File: src/rtl/wave_capture_ctrl.sv
// wave_capture_ctrl: triggers on a positive zero crossing (or timeout), captures
// one frame into the RAM half the display is not reading, then flips read_index
// during display idle time so the new frame appears without tearing.
module wave_capture_ctrl #(
  parameter int unsigned SAMPLES = 256,
  parameter int unsigned TIMEOUT = 1024
) (
  input  logic        clk,
  input  logic        reset,
  input  logic        new_sample_ready,
  input  logic [15:0] new_sample_in,
  input  logic        play,
  input  logic        wave_display_idle,
  output logic [8:0]  write_address,
  output logic [7:0]  write_sample,
  output logic        write_enable,
  output logic        read_index,
  output logic        frame_swap
);

  localparam int unsigned TW = (TIMEOUT > 1) ? $clog2(TIMEOUT) : 1;
  localparam logic [7:0]    LAST_COUNT = 8'(SAMPLES - 1);
  localparam logic [TW-1:0] LAST_TICK  = TW'(TIMEOUT - 1);

  typedef enum logic [1:0] {
    S_ARMED  = 2'd0,
    S_ACTIVE = 2'd1,
    S_WAIT   = 2'd2
  } state_t;

  state_t        r_state;
  state_t        w_next_state;
  logic [7:0]    r_count;
  logic [7:0]    w_count;
  logic [TW-1:0] r_tcount;
  logic [TW-1:0] w_tcount;
  logic [15:0]   r_prev_sample;
  logic          r_read_index;
  logic          w_read_index;
  logic          r_write_enable;
  logic          w_write_enable;
  logic [8:0]    r_write_address;
  logic [8:0]    w_write_address;
  logic [7:0]    r_write_sample;
  logic [7:0]    w_write_sample;
  logic          r_frame_swap;
  logic          w_frame_swap;

  logic          w_crossing;
  logic          w_trigger;
  logic [7:0]    w_offset_sample;

  // Previous sample negative and current sample non-negative (sign-bit crossing).
  assign w_crossing      = ($signed(r_prev_sample) < 16'sd0) && ($signed(new_sample_in) >= 16'sd0);
  assign w_trigger       = play && (w_crossing || (r_tcount == LAST_TICK));
  assign w_offset_sample = {~new_sample_in[15], new_sample_in[14:8]};

  // State register
  always_ff @(posedge clk) begin
    if (reset) begin
      r_state <= S_ARMED;
    end else begin
      r_state <= w_next_state;
    end
  end

  // Next-state logic
  always_comb begin
    w_next_state = r_state;
    case (r_state)
      S_ARMED: begin
        if (new_sample_ready && w_trigger) begin
          w_next_state = S_ACTIVE;
        end
      end
      S_ACTIVE: begin
        if (new_sample_ready && (r_count == LAST_COUNT)) begin
          w_next_state = S_WAIT;
        end
      end
      S_WAIT: begin
        if (wave_display_idle) begin
          w_next_state = S_ARMED;
        end
      end
      default: w_next_state = S_ARMED;
    endcase
  end

  // Output/datapath next values; address and data hold when no write is issued
  always_comb begin
    w_write_enable  = 1'b0;
    w_write_address = r_write_address;
    w_write_sample  = r_write_sample;
    w_count         = r_count;
    w_tcount        = r_tcount;
    w_read_index    = r_read_index;
    w_frame_swap    = 1'b0;
    case (r_state)
      S_ARMED: begin
        if (new_sample_ready) begin
          if (w_trigger) begin
            w_write_enable  = 1'b1;
            w_write_address = {~r_read_index, 8'd0};
            w_write_sample  = w_offset_sample;
            w_count         = 8'd1;
            w_tcount        = '0;
          end else if (r_tcount != LAST_TICK) begin
            w_tcount = r_tcount + TW'(1);
          end
        end
      end
      S_ACTIVE: begin
        w_tcount = '0;
        if (new_sample_ready) begin
          w_write_enable  = 1'b1;
          w_write_address = {~r_read_index, r_count};
          w_write_sample  = w_offset_sample;
          w_count         = (r_count == LAST_COUNT) ? 8'd0 : r_count + 8'd1;
        end
      end
      S_WAIT: begin
        w_tcount = '0;
        if (wave_display_idle) begin
          w_read_index = ~r_read_index;
          w_frame_swap = 1'b1;
        end
      end
      default: begin
        w_count  = 8'd0;
        w_tcount = '0;
      end
    endcase
  end

  // Registered datapath and outputs
  always_ff @(posedge clk) begin
    if (reset) begin
      r_count         <= 8'd0;
      r_tcount        <= '0;
      r_prev_sample   <= 16'd0;
      r_read_index    <= 1'b0;
      r_write_enable  <= 1'b0;
      r_write_address <= 9'd0;
      r_write_sample  <= 8'd0;
      r_frame_swap    <= 1'b0;
    end else begin
      r_count         <= w_count;
      r_tcount        <= w_tcount;
      r_read_index    <= w_read_index;
      r_write_enable  <= w_write_enable;
      r_write_address <= w_write_address;
      r_write_sample  <= w_write_sample;
      r_frame_swap    <= w_frame_swap;
      if (new_sample_ready) begin
        r_prev_sample <= new_sample_in;
      end
    end
  end

  assign write_address = r_write_address;
  assign write_sample  = r_write_sample;
  assign write_enable  = r_write_enable;
  assign read_index    = r_read_index;
  assign frame_swap    = r_frame_swap;

endmodule
File: config.mk
export PLATFORM = sky130hd
export DESIGN_NAME = wave_capture_ctrl
export DESIGN_NICKNAME = d
export VERILOG_FILES = /design/src/rtl/wave_capture_ctrl.sv
export SDC_FILE = /design/constraint.sdc
export NUM_CORES = 1
export LEC_CHECK = 0
export ABC_AREA = 1
export BUFFER_PORTS_ARGS = -buffer_cell sky130_fd_sc_hd__buf_2
export CAP_MARGIN = 30
export CORE_MARGIN = 3
export CORE_UTILIZATION = 58
export CTS_CLUSTER_DIAMETER = 120
export DETAILED_ROUTE_END_ITERATION = 12
export GPL_ROUTABILITY_DRIVEN = 0
export GPL_TIMING_DRIVEN = 0
export PLACE_DENSITY = 0.84
export SYNTH_ARGS = -nofsm -noshare
export SYNTH_HDL_FRONTEND = slang
export SYNTH_SLANG_ARGS = --single-unit
export TNS_END_PERCENT = 30
File: constraint.sdc
create_clock -name clk -period 3.1 [get_ports clk]
set_clock_uncertainty 0.15 [all_clocks]
set_input_delay 0.155 -clock clk [delete_from_list [all_inputs] [get_ports clk]]
set_output_delay 0.155 -clock clk [all_outputs]
set_load 0.01 [all_outputs]
# Word level (Yosys, flattened, before mapping)
# Index checks and enable logic that the tools add are counted.
# Widths: inputs -> output; s select.
[word_totals] ff_bits=56 input_bits=21 out_inout_bits=20
[classes] n_addsub=2 n_lt_le_gt_ge=2 eq_ne=11 mux=24 bitwise_logic=4 reduce_logical=15
[op_table] cell="$mux 8" n=7
[op_table] cell="$mux 9" n=3
[op_table] cell="$pmux 8 s3" n=1
[op_table] cell="$mux 10" n=2
[op_table] cell="$pmux 9 s2" n=1
[op_table] cell="$ge 16x1->1 const B" n=1
[op_table] cell="$lt 16x1->1 const B" n=1
[op_table] cell="$pmux 8 s2" n=1
[op_table] cell="$ne 2x2->1 const B" n=6
[op_table] cell="$add 10x1->10 const B" n=1
[op_table] cell="$eq 10x10->1 const B" n=1
[op_table] cell="$ne 10x10->1 const B" n=1
[op_table] cell="$add 8x1->8 const B" n=1
[op_table] cell="$eq 8x8->1 const B" n=1
[op_table] cell="$reduce_and 4->1" n=2
[op_table] cell="$mux 2" n=3
[op_table] cell="$pmux 2 s3" n=1
[op_table] cell="$logic_and 1x1->1" n=4
[op_table] cell="$mux 1" n=4
[op_table] cell="$not 1->1" n=4
[op_table] cell="$reduce_and 2->1" n=2
[op_table] cell="$reduce_bool 2->1" n=2
[op_table] cell="$reduce_or 2->1" n=2
[op_table] cell="$reduce_and 3->1" n=1
[op_table] cell="5 further kinds" n=5

# Depth between registers and ports, before layout
[logic_depth] depth_word=7 ltp_mapped=13 mapped_depth_nobuf=12

# Worst setup path after synthesis
# OpenSTA, ideal clock, no wires.
[synth_path] path_kind="flip-flop to flip-flop" start="register r_tcount[0]" end="register r_write_sample[5] (netlist: write_sample[5])" setup_time_ns=0.132 t_arrival_ns=1.435 t_required_ns=2.818 setup_slack_ns=1.383 stages_incl_launch_ff=13 n_path_buf=2 cell_sequence="dfxtp_1 ha_1 nand3_1 nor2_1 nand2_2 nand2_4 nand2_4 nand2_8 nand2_4 buf_6 buf_6 nand2_1 a21oi_1"
[synth_via] elab_chain_cells=5
[synth_lines] item="start, declared" line="35" rtl="logic [TW-1:0] r_tcount;"
[synth_lines] item="start signal, assigned" line="149" rtl="r_tcount <= w_tcount;"
[synth_lines] item="$eq 10x10->1" line="55" rtl="assign w_trigger = play && (w_crossing || (r_tcount == LAST_TICK));"
[synth_lines] item="$logic_or 1x1->1" line="55"
[synth_lines] item="$logic_and 1x1->1" line="55"
[synth_lines] item="$ne 2x2->1 (no line)"
[synth_lines] item="$reduce_and 4->1 (no line)"
[synth_lines] item="end signal, assigned" line="153" rtl="r_write_sample <= w_write_sample;"
[synth_lines] item="end, declared" line="44" rtl="logic [7:0] r_write_sample;"
# Every way passes these cells.
# A chain may end at the register's enable or synchronous reset.

# Final worst setup path
[layout_path] start="register r_tcount[0]" end="register r_tcount[8]"
[layout_via] elab_chain_cells=5 word_cells_on_any_way=9 cone_classes="add/sub: 1; eq/ne: 2; mux: 2; reduce/logical: 4"
[layout_lines] item="parallel branches: the longest is 5 deep, another holds $add 10x1->10"
# Parallel ways; which one is timed is not known. The select of a mux whose other input is x is not followed.

==> summary.txt <==
Detailed routing
  • Pre-antenna DRT Iters: 5
  • Routed via count: 1901
  • Highest routed layer: met4
  • Wire length on met3: 253 um
  • Residual DRC: 0
  • Drt via density: ~5.2
  • Final Routed Wirelength: 4290 um
  • Iter 0 DRT Violations: about 110
  • Wire length per cell: between 10 and 15 um
  • DR WL met2: 2080 um
  • Antenna-violating nets left: 0
  • DRT met1 WL: around 1900 um

Hold path
  • Hold path endpoint: r_tcount[6]
  • Hold Path Stages: 2
  • Hold Startpoint: r_tcount[6]
  • Worst Hold Class: reg2reg

Synthesis
  • Mapped cell area: 0.00192 mm^2
  • FF+latch count, synth: around 40
  • Sequential fraction of the synthesis area: 0.427
  • YS warnings: 0
  • Syn_nets: approximately 300
  • Avg Inst Size Synth: 7.07 um^2
  • Post-synthesis instance total: 272
  • Number of unique standard cell types used by synthesis: 29

Floorplanning
  • Die H: 63.6 um
  • Rows: 20
  • Effective utilization at floorplan: 0.620
  • Die Wd: 63.6 um
  • Die Area: 0.00404 mm^2
  • IO Pins: 41
  • Placeable Area: 0.00310 mm^2

Timing
  • RSZ-0062 raised after global routing: no
  • Count of final max-slew check failures: 0
  • Worst-margin pin slew: 505 ps
  • Setup violations, final: 0
  • Period utilization: 0.635
  • Final Worst Setup Slack: 1130 ps
  • Rel. slew slack: 0.663
  • Max Clk Rate: about 0.5 GHz
  • Setup TNS: 0 ps
  • Fin crit period: between 1500 and 2000 ps
  • Final hold vios: 0

Pwr
  • Switch share: 0.239
  • P_sw: 0.240 mW
  • Clock power frac: 0.370
  • Comb pwr share: 0.088
  • P_int: between 0.7 and 0.8 mW
  • Seq pwr share: 0.542
  • Worst VDD drop: 0.000429 V
  • Leakage power: 1.06 nW
  • Cell Pwr Density: ~430 mW/mm^2

Critical path
  • Critical Path RT: about 3200 ps
  • R2r worst-path depth: 10
  • Flop2flop setup slack: 1130 ps
  • Critical path arrival: 2080 ps
  • CP startpoint kind: flop
  • Reg2reg end: r_tcount[8]
  • Worst reg2reg startpoint: r_tcount[0]
  • Crit Path Class: reg2reg
  • Critical path peak fanout: 6
  • Crit end category: flop

CTS
  • CTS tree: yes
  • Clock H-tree levels: 2
  • CTS buffer count: 5
  • Root Buffer: clkbuf_4
  • CTS sink cnt: 41
  • CTS max path bufs: 2
  • Later-pin clock latency in the skew report: between 300 and 400 ps
  • Worst-path clk slew: between 100 and 150 ps

Finish
  • # diodes: 0
  • Area Growth Syn to Fin: 22.3%
  • Filler cells: roughly 250
  • Layout cells sized above 1: 0.179
  • Final nets: 346
  • Post-layout util: 0.758

Run
  • Max-cap violation count: 0

Global route
  • Total track usage: 0.237
  • Initial antenna violation count: 0
  • First-pass GRT wire length: 7580 um
  • Grt ovf: 0
  • Vias in the first global route: 1809
  • Largest net degree at the start of global routing: 14

Place
  • Setup WS pre-CTS: 1170 ps
  • HPWL after detailed placement: 2850 um
  • I/O Buffers: 31

Outcome
  • Outcome: complete, no violations
[cells in the mapped netlist, drive strengths merged]
| cell type | instances | area, um^2 |
|---|---|---|
| inv | 27 | 101 |
| or2 | 2 | 12.5 |
| a211oi | 1 | 7.51 |
| nor2 | 34 | 154 |
| clkinv | 1 | 3.75 |
| nor3 | 1 | 5.00 |
| dfxtp | 41 | 821 |
| buf | 4 | 35.0 |
| nand2 | 77 | 335 |
| a21oi | 21 | 109 |
| a31o | 1 | 8.76 |
| clkbuf | 4 | 16.3 |
| nand4 | 5 | 31.3 |
| nand3 | 40 | 200 |
| o21ai | 10 | 50.1 |
| nor3b | 1 | 7.51 |
| ha | 2 | 25.0 |
[area by class of cell]
class                           count  area (um^2)  area share
Clock inverter                      2         37.5      0.0160
Clock buffer                        6         51.3      0.0218
Tap cell                           44         55.1      0.0234
Multi-Input combinational cell    195          946       0.402
Buffer                              8         51.3      0.0218
Timing Repair Buffer               44          285       0.121
Inverter                           28          105      0.0447
Sequential cell                    41          821       0.349
[metrics by stage]
step	power (mW)	hold slack (ps)	cells	area (um^2)
2_1_floorplan	0.606	100	272	1920
3_3_place_gp	0.628	252	347	2130
3_5_place_dp	0.629	261	347	2130
4_1_cts	1.00	309	368	2350
5_1_grt	1.05	327	368	2350
6_report	1.00	304	368	2350
[timing repair]
item,CTS,global route
setup buffers,0,0
gates resized for setup,0,0
endpoints found under the hold margin,16,0
hold buffers,13,0
[metal layers]
layer	vias up	global-route usage
met4	0	0.102
li1	982	-
met3	7	0.0677
met1	866	0.268
met2	46	0.412
met5	-	0
[flip-flops by register name (all words and copies together) (netlist names)]
signal / flops
r_state: 2
r_count: 8
write_enable: 1
r_tcount: 10
r_prev_sample: 1
read_index: 1
write_address: 9
write_sample: 8
frame_swap: 1
[how the worst max path moves through the flow]
stage,from,end,cells after the start
after global placement,r_tcount[0],r_tcount[8],10
after CTS,r_tcount[0],r_tcount[8],10
final,r_tcount[0],r_tcount[8],10
after global routing,r_tcount[0],r_tcount[8],10
after detailed placement,r_tcount[1],r_tcount[8],10
after floorplan,r_tcount[0],write_sample[5],12
[critical path: stages (launching register included)]
cell	delay (ps)
dfxtp_1	380
ha_1	200
nand3_1	90
nor2_1	160
nand2_2	80
nand2_4	70
nand2_4	80
o21ai_0	300
inv_1	180
o21ai_0	130
nor2_1	60
[power groups by stage]
stage | sequential (mW) | combinational, mW | clock (mW)
floorplan | 0.556 | 0.0502 | 0
global placement | 0.555 | 0.0726 | 0
detailed placement | 0.556 | 0.0737 | 0
CTS | 0.544 | 0.0867 | 0.372
global route | 0.546 | 0.100 | 0.403
finish | 0.544 | 0.0887 | 0.372
[placed cells by master, fill, tap and decap left out, types with 10 or more instances in the layout]
cell type | netlist | final
dfxtp_1 | 41 | 41
o21ai_0 | 10 | 10
buf_2 | 1 | 32
dlygate4sd3_1 | 0 | 13
nand3_1 | 40 | 40
inv_1 | 26 | 26
a21oi_1 | 20 | 20
nand2_1 | 70 | 70
nor2_1 | 31 | 31
[cells by family after synthesis]
logic type	Yosys count	synth area share
and+or+nand+nor	160	0.388
adders and majority gates	2	0.0130
AOI/OAI and AO/OA	33	0.0911
DFF	41	0.427
buffers and inverters	36	0.0813
Note: power is estimated with default switching activity, not from simulation.
